===== src/rtl/mux_scan_n.sv =====
// N-channel, W-bit registered multiplexer with manual select and auto-scan
// round-robin mode (programmable dwell per channel, wrap pulse at channel 0).
module mux_scan_n #(
    parameter int N     = 4,
    parameter int W     = 1,
    parameter int DWELL = 4,
    localparam int SW   = (N > 1) ? $clog2(N) : 1
) (
    input  logic           clk,
    input  logic           rst,
    input  logic [N*W-1:0] d,
    input  logic [SW-1:0]  sel,
    input  logic           mode,
    input  logic           en,
    output logic [W-1:0]   y,
    output logic [SW-1:0]  ch,
    output logic           valid,
    output logic           wrap
);

    localparam int CW = (DWELL > 1) ? $clog2(DWELL) : 1;

    typedef enum logic {MANUAL, SCAN} state_t;

    state_t          state_q, state_d;
    logic [W-1:0]    y_q, y_d;
    logic [SW-1:0]   ch_q, ch_d;
    logic [CW-1:0]   cnt_q, cnt_d;
    logic            valid_q, valid_d;
    logic            wrap_q, wrap_d;

    logic            adv;
    logic            last_ch;
    logic [SW-1:0]   ch_nxt;

    function automatic logic [W-1:0] pick(input logic [N*W-1:0] data,
                                          input logic [SW-1:0]  idx);
        logic [W-1:0] r;
        r = '0;
        for (int unsigned k = 0; k < N; k++) begin
            if (idx == SW'(k)) r = data[k*W +: W];
        end
        return r;
    endfunction

    always_ff @(posedge clk) begin
        if (rst) begin
            state_q <= MANUAL;
            y_q     <= '0;
            ch_q    <= '0;
            cnt_q   <= '0;
            valid_q <= 1'b0;
            wrap_q  <= 1'b0;
        end else begin
            state_q <= state_d;
            y_q     <= y_d;
            ch_q    <= ch_d;
            cnt_q   <= cnt_d;
            valid_q <= valid_d;
            wrap_q  <= wrap_d;
        end
    end

    always_comb begin
        state_d = state_q;
        y_d     = y_q;
        ch_d    = ch_q;
        cnt_d   = cnt_q;
        valid_d = 1'b0;
        wrap_d  = 1'b0;
        adv     = (cnt_q == CW'(DWELL - 1));
        last_ch = (ch_q == SW'(N - 1));
        ch_nxt  = adv ? (last_ch ? '0 : ch_q + SW'(1)) : ch_q;

        if (en) begin
            if (!mode) begin
                state_d = MANUAL;
                cnt_d   = '0;
                if (int'(sel) < N) begin
                    y_d     = pick(d, sel);
                    ch_d    = sel;
                    valid_d = 1'b1;
                end else begin
                    y_d = '0;
                end
            end else if (state_q == MANUAL) begin
                // Entry edge is the first dwell cycle of the current channel.
                state_d = SCAN;
                y_d     = pick(d, ch_q);
                valid_d = 1'b1;
                cnt_d   = (DWELL == 1) ? '0 : CW'(1);
            end else begin
                y_d     = pick(d, ch_nxt);
                ch_d    = ch_nxt;
                cnt_d   = adv ? '0 : cnt_q + CW'(1);
                valid_d = 1'b1;
                wrap_d  = adv && last_ch;
            end
        end
    end

    assign y     = y_q;
    assign ch    = ch_q;
    assign valid = valid_q;
    assign wrap  = wrap_q;

endmodule


===== config.mk =====
export PLATFORM = sky130hd
export DESIGN_NAME = mux_scan_n
export DESIGN_NICKNAME = d
export VERILOG_FILES = /design/src/rtl/mux_scan_n.sv
export SDC_FILE = /design/constraint.sdc
export NUM_CORES = 1
export LEC_CHECK = 0
export BUFFER_PORTS_ARGS = -buffer_cell sky130_fd_sc_hd__buf_2
export CAP_MARGIN = 20
export CORE_AREA = 2 2 39 41
export CTS_CLUSTER_DIAMETER = 80
export DETAILED_ROUTE_END_ITERATION = 10
export DIE_AREA = 0 0 41 43
export PLACE_DENSITY = 0.79
export SETUP_SLACK_MARGIN = 0.3
export SLEW_MARGIN = 10
export SYNTH_ARGS = -nofsm -noshare
export SYNTH_HDL_FRONTEND = slang
export SYNTH_SLANG_ARGS = --single-unit

===== constraint.sdc =====
create_clock -name clk -period 2.3 [get_ports clk]
set_input_delay 0.115 -clock clk [delete_from_list [all_inputs] [get_ports clk]]
set_output_delay 0.115 -clock clk [all_outputs]
set_load 0.05 [all_outputs]

### Word level (Yosys, flattened, before mapping)

Index checks and enable logic that the tools add are counted.

| storage, ports and cells | value |
|---|---|
| register bits | 8 |
| latch bits | 0 |
| bits in writable memories | 0 |
| ROM bits | 0 |
| input bits | 10 |
| output and inout bits | 5 |
| logic and storage cells | 51 |
| memories | 0 |

| cells by class | value |
|---|---|
| $add $sub $neg | 2 |
| multipliers | 0 |
| div/mod/pow operators | 0 |
| magnitude comparators | 0 |
| equality and inequality tests | 11 |
| shift operators | 0 |
| multiplexer cells | 23 |
| bitwise logic cells | 3 |
| reductions and logical operators | 6 |

Operator list:

| cell | count |
|---|---|
| 2-to-1 mux 1 bit | 16 |
| equality test 2 bit, second input constant | 7 |
| 2-to-1 mux 2 bit | 7 |
| equality test 2 x 1 -> 1 bit, second input constant | 3 |
| logical NOT 2 bit | 3 |
| adder 2 x 1 -> 2 bit, second input constant | 2 |
| OR reduction 4 bit | 1 |
| inverter 1 bit | 3 |
| inequality test 2 x 1 -> 1 bit, second input constant | 1 |
| AND reduction 2 bit | 1 |
| logical AND 1 bit | 1 |

### Depth between registers and ports, before layout

| depth | value |
|---|---|
| depth after elaboration | 10 |
| depth in mapped cells | 7 |
| depth with buffers taken out | 6 |

### Worst setup path before layout

OpenSTA, ideal clock, no wires.

| path | value |
|---|---|
| path type | register to register |
| start point | register ch_q[0], in the netlist ch[0] |
| end point | register y_q, in the netlist y |
| library setup time | 0.096 ns |
| arrival time | 1.947 ns |
| data required time | 2.204 ns |
| path slack | 0.257 ns |
| stages on the path, launching flop included | 8 |
| buffers on the path | 1 |
| period minus slack after synthesis | 2.043 ns |
| path through | dfxtp_1 -> clkbuf_2 -> inv_1 -> ha_1 -> nand2b_1 -> o221ai_1 -> a22oi_1 -> o41ai_2 |

| between the ends | value |
|---|---|
| cells in the longest elaborated chain, start to end | 10 |
| elaborated cells on any way between the ends | 21 |
| those cells by class | add/sub (1); eq/ne (6); mux (12); reduce/logical (2) |

RTL lines:

| what | line | text |
|---|---|---|
| from (decl) | 27 | `logic [SW-1:0] ch_q, ch_d;` |
| from (signal assigned) | 57 | `ch_q <= ch_d;` |
| adder 2 x 1 -> 2 bit / equality test 2 bit (equally long branches) | 73, 41, 72 |  |
| 2-to-1 mux 2 bit (2 in series) | 73 | `ch_nxt = adv ? (last_ch ? '0 : ch_q + SW'(1)) : ch_q;` |
| logical NOT 2 bit | 41 | `if (idx == SW'(k)) r = data[k*W +: W];` |
| 2-to-1 mux 1 bit (4 in series) | 41 |  |
| 2-to-1 mux 1 bit (*) | 86 | `end else if (state_q == MANUAL) begin` |
| 2-to-1 mux 1 bit (*) | 76 | `if (!mode) begin` |
| to (signal assigned) | 56 | `y_q <= y_d;` |
| to (decl) | 26 | `logic [W-1:0] y_q, y_d;` |

Mark *: on every way between the ends. The rest lies on a longest branch, timed or not.
A chain may end at the register's enable or synchronous reset.

### Worst setup path after layout

Ends and elaborated chain as after synthesis.

==> out/results.ini <==
[worst_setup_path]
cp_data_arrival_time_ns = 1.86
crit_path_end_kind = flip-flop
worst_ep_required_time_ns = 2.46
max_stage_delay_ns = 0.45
path_class = flip-flop to flip-flop
crit_chain = inv_1 -> ha_1 -> nand2b_1 -> o221ai_1 -> a22oi_1 -> o41ai_2
ff2ff_setup_slack_ns = 0.60
worst_path_max_delay_cell = dfxtp_2
cp-start-kind = flip-flop
rr_worst_depth = 6
crit_fanout = 11
critical_path.top_delay_family = compound AO/OA/AOI/OAI gates
r2r-end = y
reg2reg_from = ch[0]
cp.buffers_inverters = 1

[logic_synthesis]
ys_ff_latch = 8
ys.flop_type = dfxtp_1
async_flop_share_pct = 0
synthMuxAreaShare_pct = 5.591
synth-edff-count = 0
syn_area_per_cell_um2 = 8.312
synth_top_family_by_area = simple AND/OR/NAND/NOR gates
synthXorXnorAreaFrac_pct = 0
syn_area_um2 = 581.8
ys_types = 32
netlist_top_cells_area = dfxtp_1, ha_1, nand2b_1, a21oi_1, mux4_2
synth_nets = 85
yosysMostFrequentCell = dfxtp_1
synth_common_cells = dfxtp_1, a21oi_1, nand2_1, nand2b_1
synth_top_area_share_pct = 27.53
synth_compound_area_share_pct = 25.16
yosys.area.top_type = dfxtp_1
ys.warnings.count = 0
syn_inst = 70
synth_fa_ha_area_share_pct = 10.75
yosysSeqAreaShare_pct = 27.53
synth_simple_gate_area_share_pct = 25.59

[cts]
cts_hold_buf = 0
cts_tree = done
cts_sinks = 8
cts_resized = 0
cts-root-buf = clkbuf_4
post_cts_buffers = 0
cts_made_buffers = 3
clk_pin_slew_ns = 0.05
h-tree-depth = 1
clock_path_buffers = 2
clock_latency_ns = 0.25

[sta]
period_minus_slack_ns = 1.701
slew_headroom_pct = 74.71
final_critical_path_setup_slack_ns = 0.5987
slew_violations = 0
max_freq_mhz = 587.8
tightestPinTransition_ns = 0.3794
hold_slack_ns = 0.1578
fin_crit_sh_pct = 73.97
rsz0062_at_grt = false
finalSetupTns_ns = 0
hold_violations = 0
fin_worst_skew_ns = 0.002793
finalSetupViolCount = 0

[global_routing]
grt_usage_pct = 17.15
grt_pass1_vias = 499
antenna_found_initial = 0
top_usage_layer = met2
grt_start_max_net_pins = 13
grt_use_met1_pct = 22.22
grt_pass1_wl_um = 2090
grt.overflow.total = 0
grt_use_met2_pct = 26.25
use_met3_pct = 6.283

[cells_and_area]
multi_input_area_um2 = 390.4
final_nets = 100
fin_util_pct = 49.10
seqCellArea_um2 = 161.4
area_delta_synth_final_pct = 16.77
fill_cells = 136
diodes = 0
drive_gt1_share_pct = 27.71

[floorplanning]
die_h_um = 43
start_util_pct = 42.04
rows = 14
io_pins = 15
die-area_um2 = 1763
die_w_um = 41
core_um2 = 1384

[routing]
initialDrtViolationCount = 19
ant_nets = 0
drt-total-wl_um = 1323
via_count = 562
vias_per_cell = 5.677
drc = 0
wire_per_inst_um = 13.36
drt-pass1-iter-count = 4

[place]
place.gp.congestion = 0.7829
pre_cts_ws_ns = 0.6182
portBuffers = 14

[power_and_ir_drop]
powerDensity_nw_per_um2 = 498.6
leakage_nw = 0.3072
vdd_ir_drop_max_uv = 366.5
total_power_mw = 0.3388

[worst_hold_path]
min-delay-start = rst
min_path_cells = 2
hold_class = input pin to flip-flop
whs_endpoint = cnt_q[1]

[job]
cap_violations = 0

[run_status]
status = completed

==> cells in the final DEF, fill, tap and decap left out, types with 2 or more instances in the layout <==
| cell type | instances |
|---|---|
| buf_2 | 14 |
| dfxtp_1 | 7 |
| nand2_1 | 6 |
| nand2b_1 | 6 |
| a21oi_1 | 6 |
| nor2_1 | 5 |
| ha_1 | 5 |
| inv_1 | 4 |
| clkbuf_4 | 3 |
| o21ba_2 | 2 |
| nor2b_1 | 2 |
| o21ai_0 | 2 |
==> per-layer routing <==
| layer | vias to the layer above | wire, µm |
|---|---|---|
| met4 | 0 | 0 |
| met3 | 0 | 92 |
| met1 | 258 | 550 |
| met5 | - | 0 |
| met2 | 25 | 680 |
| li1 | 279 | - |
==> worst reg2reg max path, delay by kind of cell, from the launching register on <==
kind / cells / cell delay [ns]
flops: 1 / 0.45
simple gates: 1 / 0.16
buf+inv: 1 / 0.10
fa+ha+maj: 1 / 0.31
compound gates: 3 / 0.59
==> worst max path at each step <==
stage	start	endpoint	slack (ns)	cells after the start
5_1_grt	ch[0]	y	0.50	6
3_5_place_dp	ch[0]	y	0.62	6
4_1_cts	ch[0]	y	0.60	6
3_3_place_gp	ch[0]	y	0.70	6
6_report	ch[0]	y	0.60	6
2_1_floorplan	ch[1]	y	0.41	6
==> state kept, by name, indices dropped and copies added, names as in the netlist <==
name and cells:
state_q 1, ch 2, cnt_q 2, wrap 1, y 1, valid 1
==> kinds of logic after synthesis <==
group,count (synthesis)
AO/OA/AOI/OAI,20
adder cells (fa/ha/maj),5
buffers and inverters,8
flip-flops,8
multiplexers,2
AND/OR/NAND/NOR,27
==> area by class of cell <==
cell class,count,share of cell area (%)
well taps,16,2.947
inverters,4,2.210
multi-input cells,54,57.46
repair buffers,14,10.31
flip-flops and latches,8,23.76
clock buffers,3,3.315
==> per-stage QoR <==
stage,cells,instance area [µm²]
floorplan,70,583.1
global placement,96,656.9
detailed placement,96,656.9
CTS,99,679.4
global route,99,679.4
finish,99,679.4
==> power breakdown <==
group	internal, mW	switching, mW	total (mW)	leakage [nW]
Sequential	0.146	0.00815	0.154	0.0661
Clock	0.0594	0.0438	0.103	0.0138
Combinational	0.0323	0.0493	0.0815	0.227
No activity file was read; power rests on OpenSTA's default activity.
